### src/rtl/my_ycbcr.sv
// RGB (10-bit per component) to 8-bit YCbCr converter on AXI4-Stream video.
// Three-stage pipeline stalled as a whole by downstream ready.
module my_ycbcr (
  input  logic        clk,
  input  logic        rstn,
  input  logic [31:0] s_axis_video_tdata,
  input  logic        s_axis_video_tvalid,
  output logic        s_axis_video_tready,
  input  logic        s_axis_video_tlast,
  input  logic        s_axis_video_tuser,
  output logic [23:0] m_axis_video_tdata,
  output logic        m_axis_video_tvalid,
  input  logic        m_axis_video_tready,
  output logic        m_axis_video_tlast,
  output logic        m_axis_video_tuser
);

  logic adv;
  assign adv                 = m_axis_video_tready;
  assign s_axis_video_tready = m_axis_video_tready;

  // Stage 1: truncated components and sideband
  logic [7:0] s1_r_q, s1_g_q, s1_b_q;
  logic       s1_valid_q, s1_last_q, s1_user_q;
  logic [7:0] s1_r_d, s1_g_d, s1_b_d;
  logic       s1_valid_d, s1_last_d, s1_user_d;

  // Stage 2: weighted sums
  logic        [16:0] s2_y_q, s2_y_d;
  logic signed [17:0] s2_cb_q, s2_cr_q, s2_cb_d, s2_cr_d;
  logic               s2_valid_q, s2_last_q, s2_user_q;

  // Stage 3: output registers
  logic [7:0] s3_y_q, s3_cb_q, s3_cr_q;
  logic [7:0] s3_y_d, s3_cb_d, s3_cr_d;
  logic       s3_valid_q, s3_last_q, s3_user_q;

  always_comb begin
    s1_r_d     = s_axis_video_tdata[29:22];
    s1_b_d     = s_axis_video_tdata[19:12];
    s1_g_d     = s_axis_video_tdata[9:2];
    s1_valid_d = s_axis_video_tvalid;
    s1_last_d  = s_axis_video_tlast;
    s1_user_d  = s_axis_video_tuser;
  end

  logic signed [17:0] r_s, g_s, b_s;

  always_comb begin
    r_s     = $signed({10'd0, s1_r_q});
    g_s     = $signed({10'd0, s1_g_q});
    b_s     = $signed({10'd0, s1_b_q});
    s2_y_d  = 17'd77 * {9'd0, s1_r_q} + 17'd150 * {9'd0, s1_g_q} + 17'd29 * {9'd0, s1_b_q};
    s2_cb_d = 18'sd128 * b_s - 18'sd43 * r_s - 18'sd85 * g_s;
    s2_cr_d = 18'sd128 * r_s - 18'sd107 * g_s - 18'sd21 * b_s;
  end

  function automatic logic [7:0] clamp_s(input logic signed [17:0] v);
    if (v < 18'sd0)        return 8'd0;
    else if (v > 18'sd255) return 8'd255;
    else                   return v[7:0];
  endfunction

  logic signed [17:0] cb_off, cr_off;

  always_comb begin
    // Arithmetic shift floors toward minus infinity before the 128 offset
    cb_off  = (s2_cb_q >>> 8) + 18'sd128;
    cr_off  = (s2_cr_q >>> 8) + 18'sd128;
    s3_y_d  = s2_y_q[16] ? 8'd255 : s2_y_q[15:8];
    s3_cb_d = clamp_s(cb_off);
    s3_cr_d = clamp_s(cr_off);
  end

  always_ff @(posedge clk or negedge rstn) begin
    if (!rstn) begin
      s1_r_q     <= '0;
      s1_g_q     <= '0;
      s1_b_q     <= '0;
      s1_valid_q <= 1'b0;
      s1_last_q  <= 1'b0;
      s1_user_q  <= 1'b0;
      s2_y_q     <= '0;
      s2_cb_q    <= '0;
      s2_cr_q    <= '0;
      s2_valid_q <= 1'b0;
      s2_last_q  <= 1'b0;
      s2_user_q  <= 1'b0;
      s3_y_q     <= '0;
      s3_cb_q    <= '0;
      s3_cr_q    <= '0;
      s3_valid_q <= 1'b0;
      s3_last_q  <= 1'b0;
      s3_user_q  <= 1'b0;
    end else if (adv) begin
      s1_r_q     <= s1_r_d;
      s1_g_q     <= s1_g_d;
      s1_b_q     <= s1_b_d;
      s1_valid_q <= s1_valid_d;
      s1_last_q  <= s1_last_d;
      s1_user_q  <= s1_user_d;
      s2_y_q     <= s2_y_d;
      s2_cb_q    <= s2_cb_d;
      s2_cr_q    <= s2_cr_d;
      s2_valid_q <= s1_valid_q;
      s2_last_q  <= s1_last_q;
      s2_user_q  <= s1_user_q;
      s3_y_q     <= s3_y_d;
      s3_cb_q    <= s3_cb_d;
      s3_cr_q    <= s3_cr_d;
      s3_valid_q <= s2_valid_q;
      s3_last_q  <= s2_last_q;
      s3_user_q  <= s2_user_q;
    end
  end

  assign m_axis_video_tdata  = {s3_cr_q, s3_cb_q, s3_y_q};
  assign m_axis_video_tvalid = s3_valid_q;
  assign m_axis_video_tlast  = s3_last_q;
  assign m_axis_video_tuser  = s3_user_q;

  // Discarded input LSBs and fraction bits of the luma sum
  logic unused_bits;
  assign unused_bits = ^{s_axis_video_tdata[31:30], s_axis_video_tdata[21:20],
                         s_axis_video_tdata[11:10], s_axis_video_tdata[1:0], s2_y_q[7:0]};

endmodule

### config.mk
export PLATFORM = sky130hd
export DESIGN_NAME = my_ycbcr
export DESIGN_NICKNAME = d
export VERILOG_FILES = /design/src/rtl/my_ycbcr.sv
export SDC_FILE = /design/constraint.sdc
export NUM_CORES = 1
export LEC_CHECK = 0
export CAP_MARGIN = 20
export CORE_AREA = 5 5 143 145
export CTS_CLUSTER_DIAMETER = 120
export DETAILED_ROUTE_END_ITERATION = 7
export DIE_AREA = 0 0 148 150
export DONT_BUFFER_PORTS = 1
export PLACE_DENSITY = 0.78
export SYNTH_ARGS = -nofsm -noshare
export SYNTH_HDL_FRONTEND = slang
export SYNTH_SLANG_ARGS = --single-unit
### constraint.sdc
create_clock -name clk -period 5.75 [get_ports clk]
set_input_delay 0.2875 -clock clk [delete_from_list [all_inputs] [get_ports clk]]
set_output_delay 0.2875 -clock clk [all_outputs]
set_load 0.01 [all_outputs]
==> results.toml <==
[worst_setup_path]
cp.arrival_ps = 6290
r2r_slack_ps = -300
endpoint = "s2_y_q[14]"
cp-end-kind = "register"
crit_start = "s1_g_q[4]"
worstReg2RegEnd = "s2_y_q[14]"
crit_required_ps = 5990
r2r_start = "s1_g_q[4]"
crit_fanout = 4
startpoint_type = "register"
ff2ff_path_depth = 25
worstSetupPathType = "register to register"

[synth]
ys_ff_latch = 84
ys_seq_area_share_pct = 18.9
ys_types = 59
synth_nets = 1536
ys_warn_count = 0
synth_area_per_cell_um2 = 9.60
synth_edf_count = 0
synth_cells = 1161
synth.top_cell.area_share_pct = 26.2
netlist_top_cells_area = "ha_1 26%, dfrtp_1 19%, fa_1 19%"
async_reset_ff_share_pct = 100
synth_area_mm2 = 0.0111
post-synth-top-area-cell = "ha_1"
synth-main-ff-cell = "dfrtp_1"

[detailed_routing]
dr_wl_met2_mm = 12.3
vias = 8091
drtPass1Iterations = 4
wl_mm = 25.3
drt-initial-drc-count = 369
route.met3.wl_mm = 1.14
drcViolationCount = 0
wire_per_inst_um = 17.3
via_per_inst = 5.53
highest_layer = "met4"
wl_met1_mm = 10.6
ant_nets = 0

[global_route]
first_global_vias = 8603
overflow = 0
grt_max_degree = 118
grt_first_pass_wirelength_mm = 41.9
gr-usage-all-layers_pct = 23.9
grt_antenna_before_repair = 0

[timing]
clock_skew_ps = 14.6
period_share_pct = 105
final.setup.worst_slack_ps = -305
finalHoldViolCount = 0
fin_setup_tns_ps = -1700
worst_slew_pin_slew_ps = 924
period_needed_ps = 6050
rsz0062_at_grt = "yes"
setup_viol = 7
relSlewSlack_pct = 38.0
hold_ws_ps = 26.8
fmax_mhz = 165
drv_slew = 0

[status]
violations = "setup timing"
outcome = "finished, violations left"

[placement]
dp_hpwl_mm = 20.5
place_congestion = 0.929
portBuffers = 0

[floorplan]
die_h_um = 150
die_w_um = 148
ios = 66
dieArea_mm2 = 0.0222
row_count = 51
core_mm2 = 0.0191
initial_core_util_pct = 58.4

[layout]
post_route_cells_drive_above_1_share_pct = 12.9
n_antenna_cell = 0
final_net_count = 1595
n_fill_cell = 1439
syn2layout_area_growth_pct = 12.1

[cts]
cts_max_path_buffers = 2
insertion_delay_ps = 360
clk_pin_slew_ps = 70
cts_max_level = 3
tritoncts = "built"
cts_buffers = 9
clockRootBuffer = "clkbuf_16"
cts.sink_count = 84

[min_path]
min_path_type = "primary input to register"

[run]
drv_cap = 0
[state kept, by name, indices dropped and copies added, names as in the netlist]
| signal | cells |
|---|---|
| s2_y_q | 9 |
| s1_g_q | 8 |
| s1_last_q | 1 |
| m_axis_video_tuser | 1 |
| s2_cb_q | 9 |
| s1_valid_q | 1 |
| s2_user_q | 1 |
| s2_valid_q | 1 |
| s3_cb_q | 8 |
| s1_r_q | 8 |
| s3_y_q | 8 |
| s1_user_q | 1 |
| m_axis_video_tvalid | 1 |
| s3_cr_q | 8 |
| m_axis_video_tlast | 1 |
| s2_cr_q | 9 |
| s1_b_q | 8 |
| s2_last_q | 1 |
[worst min path at each step]
stage | startpoint | to | slack (ps) | cells past startpoint
CTS | m_axis_video_tready | s2_cb_q[15] | 7 | 1
global route | m_axis_video_tready | s2_cr_q[9] | 20 | 1
finish | m_axis_video_tready | s2_cr_q[13] | 30 | 1
detailed placement | rstn | s1_b_q[2] | -5 | 0
floorplan | rstn | m_axis_video_tlast | -8 | 0
global placement | rstn | s1_b_q[2] | -5 | 0
[synth_stat cells, types with 2 or more instances]
cell      count
o31ai_1       5
or2_2         3
a22o_1        2
a211o_1       4
clkbuf_1     18
o211ai_1      2
nor2b_1      12
o21bai_1      9
a31o_2        2
o21ai_0      52
a31oi_1       6
nor3b_1       2
nor3_1        8
nand2b_1      3
mux2_2       16
inv_1       247
buf_1         3
fa_1        104
nor2_1       50
nand3_1       7
and3_1        4
dfrtp_1      84
xor2_1       24
xnor2_1      47
a21oi_1      59
a211oi_1     21
o21a_1        8
a21o_1       43
o21ai_1       2
ha_1        233
a311oi_1      2
or3_1         2
nand2_1      48
mux2i_1       4
[worst max-delay path, stage by stage (launching register included)]
cell      delay (ps)
dfrtp_2          450
ha_4             240
ha_4             260
inv_2             30
fa_1             450
fa_1             500
inv_2             40
ha_4             230
a21o_1           160
a31oi_2          190
nand2b_4         170
nor2b_4          170
xnor2_2           90
ha_1             310
inv_2             70
fa_2             450
fa_1             570
inv_2             60
ha_4             160
a21o_1           150
a21o_1           200
a22o_1           260
a211oi_2         230
buf_4            170
xnor2_2           60
mux2_4           250
[through the flow]
step           utilization [%]  instance area (um2)  worst slack (ps)  std cells
2_1_floorplan                -                11300             -6.25       1161
6_report                  65.5                12500              -305       1463
3_3_place_gp              62.3                11900             -88.0       1432
3_5_place_dp              62.3                11900              -211       1432
5_1_grt                   65.5                12500              -475       1463
4_1_cts                   64.5                12300              -186       1454
[metal layers]
layer,up-vias,global-route usage [%]
met3,60,5.15
met5,-,0
met1,3918,28.8
li1,3946,-
met4,0,11.6
met2,167,40.7
[area by class of cell]
cell class,instances,area (um2),share of cell area [%]
clock inverters,6,46.3,0.371
inverters,248,931,7.45
clock buffers,10,239,1.91
multi-input cells,807,8320,66.6
well taps,238,298,2.38
flip-flops and latches,84,2110,16.9
repair buffers,70,552,4.42
[cells by family (layout without fill, tap and decap cells)]
family                   count (synthesis)  in the layout  share of synthesized area (%)
AO/OA/AOI/OAI                          230            230                           13.4
XOR/XNOR                                71             71                           5.58
adder cells (fa/ha/maj)                337            337                           44.8
buffers and inverters                  270            334                           9.13
flip-flops                              84             84                           18.9
multiplexers                            20             20                           1.98
AND/OR/NAND/NOR                        149            149                           6.20
[cells in the final DEF, fill, tap and decap left out, types with 5 or more instances in the layout]
master and count:
ha_4 11, nor2b_1 10, a31oi_1 5, nor2_1 50, nand2_1 47, nor3_1 8
mux2_2 15, fa_1 103, buf_4 67, nand3_1 7, ha_1 221, clkbuf_16 9
a21oi_1 52, a21oi_2 7, xnor2_1 42, inv_1 242, dfrtp_1 80, o21bai_1 8
o21a_1 8, a21o_1 43, a211oi_1 20, o21ai_0 51, xor2_1 23, inv_2 5
xnor2_2 5
[what timing repair did]
action	4_1_cts	5_1_grt
hold buffers	2	0
gates resized for setup	10	23
pin swaps	9	15
setup endpoints to repair	7	14
buffers inserted	4	9
hold endpoints to repair	84	0
Power is left out: the tool's default activity adds up to more than one toggle a clock period on the data nets, which glitch-free logic cannot reach.
